**config.mk**
```make
export PLATFORM = sky130hd
export DESIGN_NAME = spi_slave
export DESIGN_NICKNAME = d
export VERILOG_FILES = /design/src/rtl/spi_slave_pkg.sv /design/src/rtl/spi_slave_sync_edge.sv /design/src/rtl/spi_slave.sv
export SDC_FILE = /design/constraint.sdc
export NUM_CORES = 1
export LEC_CHECK = 0
export CAP_MARGIN = 20
export CORE_MARGIN = 4
export CORE_UTILIZATION = 56
export CTS_CLUSTER_SIZE = 12
export DETAILED_ROUTE_END_ITERATION = 10
export GPL_TIMING_DRIVEN = 0
export MAX_ROUTING_LAYER = met4
export PLACE_DENSITY_LB_ADDON = 0.25
export SLEW_MARGIN = 0
export SYNTH_ARGS = -nofsm -noshare
export SYNTH_HDL_FRONTEND = slang
export SYNTH_SLANG_ARGS = --single-unit
export TNS_END_PERCENT = 50
```
**constraint.sdc**
```tcl
create_clock -name clk_in -period 2.08 [get_ports clk_in]
set_input_delay 0.52 -clock clk_in [delete_from_list [all_inputs] [get_ports clk_in]]
set_output_delay 0.52 -clock clk_in [all_outputs]
set_load 0.03 [all_outputs]
```
**src/rtl/spi_slave_pkg.sv**
```systemverilog
// Shared SPI definitions: word/count widths, slave FSM state encoding and
// the transmit-word alignment helper used when a frame starts.
package spi_slave_pkg;

  localparam int SPI_WORD_W  = 32;
  localparam int SPI_NBITS_W = 6;
  localparam int SPI_CNT_W   = 7;

  // Bit counter saturates one past a full word so overflow stays visible.
  localparam logic [SPI_CNT_W-1:0] SPI_CNT_SAT  = 7'd33;
  localparam logic [SPI_CNT_W-1:0] SPI_CNT_FULL = 7'd32;

  typedef enum logic [1:0] {
    SPIS_IDLE   = 2'd0,
    SPIS_ACTIVE = 2'd1,
    SPIS_DONE   = 2'd2
  } spis_state_e;

  // Left-align a right-aligned word so its MSB (bit msb_idx) sits at bit 31.
  // The vacated low bits are filled with 1s so that MISO idles high once the
  // requested number of bits has been shifted out.
  function automatic logic [SPI_WORD_W-1:0] tx_align(
    input logic [SPI_WORD_W-1:0] data,
    input logic [4:0]            msb_idx
  );
    logic [4:0] sh;
    sh = 5'd31 - msb_idx;
    return (data << sh) | ~(32'hFFFF_FFFF << sh);
  endfunction

endpackage

```
**src/rtl/spi_slave_sync_edge.sv**
```systemverilog
// Input synchronizer plus edge detector for one asynchronous SPI pin.
// A SYNC_STAGES-deep flop chain produces the synchronized level; a registered
// copy of that level yields one-cycle rise/fall strobes. RESET_VAL selects the
// level the chain assumes while nrst is low.
module spi_slave_sync_edge #(
  parameter int   SYNC_STAGES = 2,
  parameter logic RESET_VAL   = 1'b1
) (
  input  logic clk_in,
  input  logic nrst,
  input  logic din,
  output logic level,
  output logic rise,
  output logic fall
);

  logic [SYNC_STAGES-1:0] sync_r;
  logic                   prev_r;

  // Shift the pin through the synchronizer chain and remember the last level.
  always_ff @(posedge clk_in or negedge nrst) begin
    if (!nrst) begin
      sync_r <= {SYNC_STAGES{RESET_VAL}};
      prev_r <= RESET_VAL;
    end else begin
      sync_r <= {sync_r[SYNC_STAGES-2:0], din};
      prev_r <= sync_r[SYNC_STAGES-1];
    end
  end

  assign level = sync_r[SYNC_STAGES-1];
  assign rise  = level & ~prev_r;
  assign fall  = ~level & prev_r;

endmodule

```
**src/rtl/spi_slave.sv**
```systemverilog
// SPI mode-3 responder, MSB first, active-low CSN, 1-32 bit frames.
// All SPI pins are oversampled in the clk_in domain; nothing runs on SCK.
// Received words are presented with a one-cycle rx_valid pulse.
// Optional feature macro: SPI_SLAVE_MISO_TRISTATE_EN -- when defined, spi_miso
// floats (1'bz) while idle or in reset so the MISO line can be shared.
module spi_slave
  import spi_slave_pkg::*;
#(
  parameter int SYNC_STAGES = 2
) (
  input  logic                   clk_in,
  input  logic                   nrst,
  input  logic [SPI_WORD_W-1:0]  tx_data,
  input  logic [SPI_NBITS_W-1:0] tx_nbits,
  output logic [SPI_WORD_W-1:0]  rx_data,
  output logic [SPI_NBITS_W-1:0] rx_nbits,
  output logic                   rx_overflow,
  output logic                   rx_valid,
  output logic                   busy,
  input  logic                   spi_csn,
  input  logic                   spi_sck,
  input  logic                   spi_mosi,
  output logic                   spi_miso
);

  // Synchronized levels and strobes
  logic csn_lvl_s, csn_rise_s, csn_fall_s;
  logic sck_lvl_s, sck_rise_s, sck_fall_s;
  logic mosi_lvl_s, mosi_rise_s, mosi_fall_s;
  logic unused_s;

  // FSM and control
  spis_state_e state_r, next_state_s;
  logic        start_s, tx_shift_en_s, rx_shift_en_s, finish_s;
  logic        pend_r;

  // Datapath
  logic [SPI_WORD_W-1:0]  tx_shift_r;
  logic [SPI_WORD_W-1:0]  rx_shift_r;
  logic [SPI_CNT_W-1:0]   cnt_r;
  logic                   miso_r;
  logic [SPI_WORD_W-1:0]  rx_data_r;
  logic [SPI_NBITS_W-1:0] rx_nbits_r;
  logic                   rx_overflow_r;
  logic                   rx_valid_r;
  logic                   busy_r;

  // CSN resets to "low" so a frame interrupted by reset raises no start
  // strobe; a new frame needs CSN seen high and then falling again.
  spi_slave_sync_edge #(.SYNC_STAGES(SYNC_STAGES), .RESET_VAL(1'b0)) u_sync_csn (
    .clk_in (clk_in),
    .nrst   (nrst),
    .din    (spi_csn),
    .level  (csn_lvl_s),
    .rise   (csn_rise_s),
    .fall   (csn_fall_s)
  );

  spi_slave_sync_edge #(.SYNC_STAGES(SYNC_STAGES), .RESET_VAL(1'b1)) u_sync_sck (
    .clk_in (clk_in),
    .nrst   (nrst),
    .din    (spi_sck),
    .level  (sck_lvl_s),
    .rise   (sck_rise_s),
    .fall   (sck_fall_s)
  );

  // MOSI goes through the same depth as SCK so data and clock stay aligned.
  spi_slave_sync_edge #(.SYNC_STAGES(SYNC_STAGES), .RESET_VAL(1'b0)) u_sync_mosi (
    .clk_in (clk_in),
    .nrst   (nrst),
    .din    (spi_mosi),
    .level  (mosi_lvl_s),
    .rise   (mosi_rise_s),
    .fall   (mosi_fall_s)
  );

  assign unused_s = &{1'b0, tx_nbits[5], sck_lvl_s, mosi_rise_s, mosi_fall_s};

  // FSM state register.
  always_ff @(posedge clk_in or negedge nrst) begin
    if (!nrst) begin
      state_r <= SPIS_IDLE;
    end else begin
      state_r <= next_state_s;
    end
  end

  // Next-state and per-cycle control strobes; csn_rise overrides SCK edges.
  always_comb begin
    next_state_s  = state_r;
    start_s       = 1'b0;
    tx_shift_en_s = 1'b0;
    rx_shift_en_s = 1'b0;
    finish_s      = 1'b0;
    case (state_r)
      SPIS_IDLE: begin
        if (csn_fall_s || (pend_r && !csn_lvl_s)) begin
          start_s      = 1'b1;
          next_state_s = SPIS_ACTIVE;
        end else begin
          next_state_s = SPIS_IDLE;
        end
      end
      SPIS_ACTIVE: begin
        if (csn_rise_s) begin
          next_state_s = SPIS_DONE;
        end else begin
          tx_shift_en_s = sck_fall_s;
          rx_shift_en_s = sck_rise_s;
          next_state_s  = SPIS_ACTIVE;
        end
      end
      SPIS_DONE: begin
        finish_s     = 1'b1;
        next_state_s = SPIS_IDLE;
      end
      default: begin
        next_state_s = SPIS_IDLE;
      end
    endcase
  end

  // Remember a CSN fall that arrived during DONE so IDLE can start next cycle.
  always_ff @(posedge clk_in or negedge nrst) begin
    if (!nrst) begin
      pend_r <= 1'b0;
    end else begin
      pend_r <= (state_r == SPIS_DONE) && csn_fall_s;
    end
  end

  // Transmit shifter and MISO launch register.
  always_ff @(posedge clk_in or negedge nrst) begin
    if (!nrst) begin
      tx_shift_r <= 32'h0000_0000;
      miso_r     <= 1'b1;
    end else if (start_s) begin
      tx_shift_r <= tx_align(tx_data, tx_nbits[4:0]);
      miso_r     <= 1'b1;
    end else if (tx_shift_en_s) begin
      miso_r     <= tx_shift_r[SPI_WORD_W-1];
      tx_shift_r <= {tx_shift_r[SPI_WORD_W-2:0], 1'b1};
    end else if (state_r == SPIS_IDLE) begin
      miso_r     <= 1'b1;
    end
  end

  // Receive shifter and saturating SCK-rise counter.
  always_ff @(posedge clk_in or negedge nrst) begin
    if (!nrst) begin
      rx_shift_r <= 32'h0000_0000;
      cnt_r      <= 7'd0;
    end else if (start_s) begin
      rx_shift_r <= 32'h0000_0000;
      cnt_r      <= 7'd0;
    end else if (rx_shift_en_s) begin
      rx_shift_r <= {rx_shift_r[SPI_WORD_W-2:0], mosi_lvl_s};
      if (cnt_r != SPI_CNT_SAT) begin
        cnt_r <= cnt_r + 7'd1;
      end
    end
  end

  // Publish the received word at frame end; empty frames leave outputs alone.
  always_ff @(posedge clk_in or negedge nrst) begin
    if (!nrst) begin
      rx_data_r     <= 32'h0000_0000;
      rx_nbits_r    <= 6'd0;
      rx_overflow_r <= 1'b0;
      rx_valid_r    <= 1'b0;
    end else if (finish_s && (cnt_r != 7'd0)) begin
      rx_data_r     <= rx_shift_r;
      rx_nbits_r    <= (cnt_r >= SPI_CNT_FULL) ? 6'd31 : (cnt_r[5:0] - 6'd1);
      rx_overflow_r <= (cnt_r == SPI_CNT_SAT);
      rx_valid_r    <= 1'b1;
    end else begin
      rx_valid_r    <= 1'b0;
    end
  end

  // Registered busy flag tracking the state the FSM is entering.
  always_ff @(posedge clk_in or negedge nrst) begin
    if (!nrst) begin
      busy_r <= 1'b0;
    end else begin
      busy_r <= (next_state_s != SPIS_IDLE);
    end
  end

  assign rx_data     = rx_data_r;
  assign rx_nbits    = rx_nbits_r;
  assign rx_overflow = rx_overflow_r;
  assign rx_valid    = rx_valid_r;
  assign busy        = busy_r;

`ifdef SPI_SLAVE_MISO_TRISTATE_EN
  assign spi_miso = (!nrst || (state_r == SPIS_IDLE)) ? 1'bz : miso_r;
`else
  assign spi_miso = miso_r;
`endif

endmodule

```
==> results.yml <==
run_status:
  status: "finished with violations"
  violations: "setup timing"
route:
  ant_nets: 0
  vias: 5324
  wl_per_cell_um: 21.6
  drt_iter0_markers: 592
  via_per_inst: 6.35
  drc: 0
  drt-total-wl_um: 18100
  drtPass1Iterations: 5
worst_setup_path:
  cp_max_fo: 4
  max_stage_delay_ns: 0.63
  crit_type: "in2reg"
  crit_chain: "clkdlybuf4s50_1 > mux4_1 > mux2i_2 > nand2_1 > a21oi_1 > a31oi_1"
  critPathTopFamily: "multiplexers"
  critPathArrivalTime_ns: 2.43
  crit_buf_inv: 1
  slowest_stage: "mux4_1"
  endpoint_kind: "register"
  critical_path_required_ns: 2.36
  cp-start-kind: "input port"
sta:
  fin_crit_ns: 2.15
  rsz0062_at_grt: "true"
  timing.fmax_mhz: 465
  hold_violations: 0
  worst_pin_slew_ns: 0.571
  finalSetupViolations: 1
  post-route-period-util: 1.03
  maxSlewHeadroom: 0.619
  hold_slack_ns: 0.349
  fin_worst_skew_ns: 0.00650
  finalWorstSetupSlack_ns: -0.0702
  maxSlewViolCount: 0
job:
  maxCapViolCount: 0
final_layout:
  final_cell_area_sq_um: 8480
  register_area_sq_um: 3110
  fin_util: 0.737
  syn_to_final_growth_pct: 28.1
  nFillCells: 788
  final_common_cell: "dfrtp_1"
  layout_common_cells: "dfrtp_1 (120), nand2_1 (82), clkdlybuf4s50_1 (76)"
  n_antenna_cell: 0
  fin_nets: 730
  drive_gt1_frac: 0.226
  multiInputGateArea_sq_um: 3400
clocking:
  clock_sink_count: 124
  htreeDepth: 4
  cts_buffer_depth: 2
  path_clk_slew_ns: 0.05
  cts_buffers: 17
  cts-root-buf: "clkbuf_16"
  clock_latency_ns: 0.42
  cts_tree: "yes"
floorplan:
  die_h_um: 117
  start_util: 0.575
  fp.dieArea_sq_um: 13600
  rows: 39
  core_area_sq_um: 11500
  ios: 85
  die_x_um: 117
place:
  placed_cell_area_sq_um: 7630
  dp_hpwl_um: 12900
  place.gp.congestion: 0.995
  port_buffers: 80
logic_synthesis:
  ys_seq_area_frac: 0.469
  synth-edff-count: 0
  synth_area_sq_um: 6620
  ys.flop_type: "dfrtp_1"
  ys_types: 61
  async_flop_share: 1.00
  synth.avg_cell_area_sq_um: 11.4
  syn-num-nets: 628
  ys_seq_elements: 124
  yosysWarningCount: 0
  synthCells: 581
grt:
  grt_pass1_vias: 5262
  overflow: 0
  grt_max_degree: 98
  antenna_found_initial: 0
  grt_pass1_wl_um: 28500
  track_usage: 0.284
pwr:
  vdd_ir_drop_max_mv: 0.884
  power.leakage_nw: 3.72
  power_density_nw_per_um2: 908
hold_path:
  hold_class: "reg2reg"
Yosys cell counts, types with 3 or more instances:
| master | n | share of area |
|---|---|---|
| buf_6 | 3 | 0.0051 |
| nand3_1 | 10 | 0.0076 |
| and2_1 | 4 | 0.0038 |
| buf_2 | 13 | 0.0098 |
| xor2_1 | 6 | 0.0079 |
| a22o_1 | 37 | 0.049 |
| a21oi_1 | 8 | 0.0060 |
| inv_1 | 8 | 0.0045 |
| nor3_1 | 3 | 0.0023 |
| a31oi_1 | 14 | 0.013 |
| o22ai_1 | 3 | 0.0028 |
| o21ai_0 | 22 | 0.017 |
| mux2_2 | 44 | 0.075 |
| o211ai_1 | 6 | 0.0068 |
| nor2_1 | 37 | 0.021 |
| mux2i_1 | 29 | 0.044 |
| dfrtp_1 | 120 | 0.45 |
| a211oi_1 | 3 | 0.0034 |
| clkbuf_1 | 20 | 0.011 |
| mux4_1 | 13 | 0.052 |
| a22oi_1 | 5 | 0.0057 |
| xnor2_1 | 3 | 0.0040 |
| nand2b_1 | 4 | 0.0038 |
| dfstp_2 | 4 | 0.016 |
| mux4_2 | 13 | 0.044 |
| ha_1 | 4 | 0.0076 |
| nor2b_1 | 5 | 0.0047 |
| nand2_1 | 83 | 0.047 |
| buf_1 | 6 | 0.0034 |
| or3_1 | 3 | 0.0028 |
| a32oi_1 | 9 | 0.012 |
kinds of logic (layout without fill, tap and decap cells):
group | count (synthesis) | count (layout) | share of synthesized area
AO/OA/AOI/OAI | 129 | 129 | 0.144
XOR/XNOR | 9 | 9 | 0.0119
adder cells (fa/ha/maj) | 4 | 4 | 0.00756
buffers and inverters | 51 | 166 | 0.0372
flip-flops | 124 | 124 | 0.469
multiplexers | 100 | 100 | 0.217
AND/OR/NAND/NOR | 164 | 164 | 0.113
worst paths after layout:
check	start	to	slack, ns	depth (start not counted)
worst max-delay path	tx_data[3]	tx_shift_r[9]	-0.07	6
worst max register to register	u_sync_csn.sync_r[1]	tx_shift_r[7]	0.06	6
min in group asynchronous	nrst	tx_shift_r[5]	0.55	2
worst min-delay path	u_sync_mosi.sync_r[0]	u_sync_mosi.sync_r[1]	0.35	0
max in group asynchronous	nrst	u_sync_sck.sync_r[0]	0.75	3
worst min register to register	u_sync_mosi.sync_r[0]	u_sync_mosi.sync_r[1]	0.35	0
per-stage QoR:
stage	cells	setup WS [ns]	TNS [ns]	total power [mW]
finish	839	-0.0702	-0.0702	7.70
global placement	804	-4.09	-513.84	4.31
global route	839	-0.0637	-0.0687	7.99
detailed placement	805	-0.634	-14.58	4.36
floorplan	581	0.0341	0	3.79
CTS	838	0.00967	0	7.66
routing by layer:
| metal | wire [um] | vias up | global-route usage | part of all wire |
|---|---|---|---|---|
| met3 | 1090 | 21 | 0.0575 | 0.060 |
| met5 | 0 | - | - | 0 |
| met1 | 8300 | 2705 | 0.398 | 0.46 |
| met4 | 202 | 0 | 0.0696 | 0.011 |
| met2 | 8540 | 219 | 0.430 | 0.47 |
| li1 | - | 2379 | - | - |
report_power, final:
| group | internal [mW] | switching, mW |
|---|---|---|
| logic | 0.684 | 0.844 |
| registers | 2.70 | 0.189 |
| clock network | 2.16 | 1.12 |
| total | 5.54 | 2.16 |
state kept, by name (all words and copies together) (netlist names):
| signal | flops |
|---|---|
| u_sync_sck.prev_r | 1 |
| rx_data | 32 |
| rx_valid | 1 |
| tx_shift_r | 32 |
| u_sync_csn.sync_r | 2 |
| rx_nbits | 6 |
| rx_overflow | 1 |
| busy | 1 |
| u_sync_sck.sync_r | 2 |
| pend_r | 1 |
| u_sync_mosi.sync_r | 2 |
| spi_miso | 1 |
| state_r | 2 |
| u_sync_csn.prev_r | 1 |
| cnt_r | 7 |
| rx_shift_r | 32 |
cell type report:
cell class | count | area share
clock inverters | 14 | 0.0255
inverters | 8 | 0.00354
plain buffers | 42 | 0.0297
repair buffers | 84 | 0.101
well taps | 143 | 0.0211
flip-flops and latches | 124 | 0.366
clock buffers | 18 | 0.0518
multi-input cells | 406 | 0.401
what timing repair did:
item | in CTS | in global routing
hold endpoints to repair | 27 | 0
setup buffers | 1 | 1
hold buffers | 1 | 0
setup endpoints to repair | 76 | 91
pin swaps | 0 | 2
resized for setup | 26 | 35
Power figures use the tool's default switching activity.
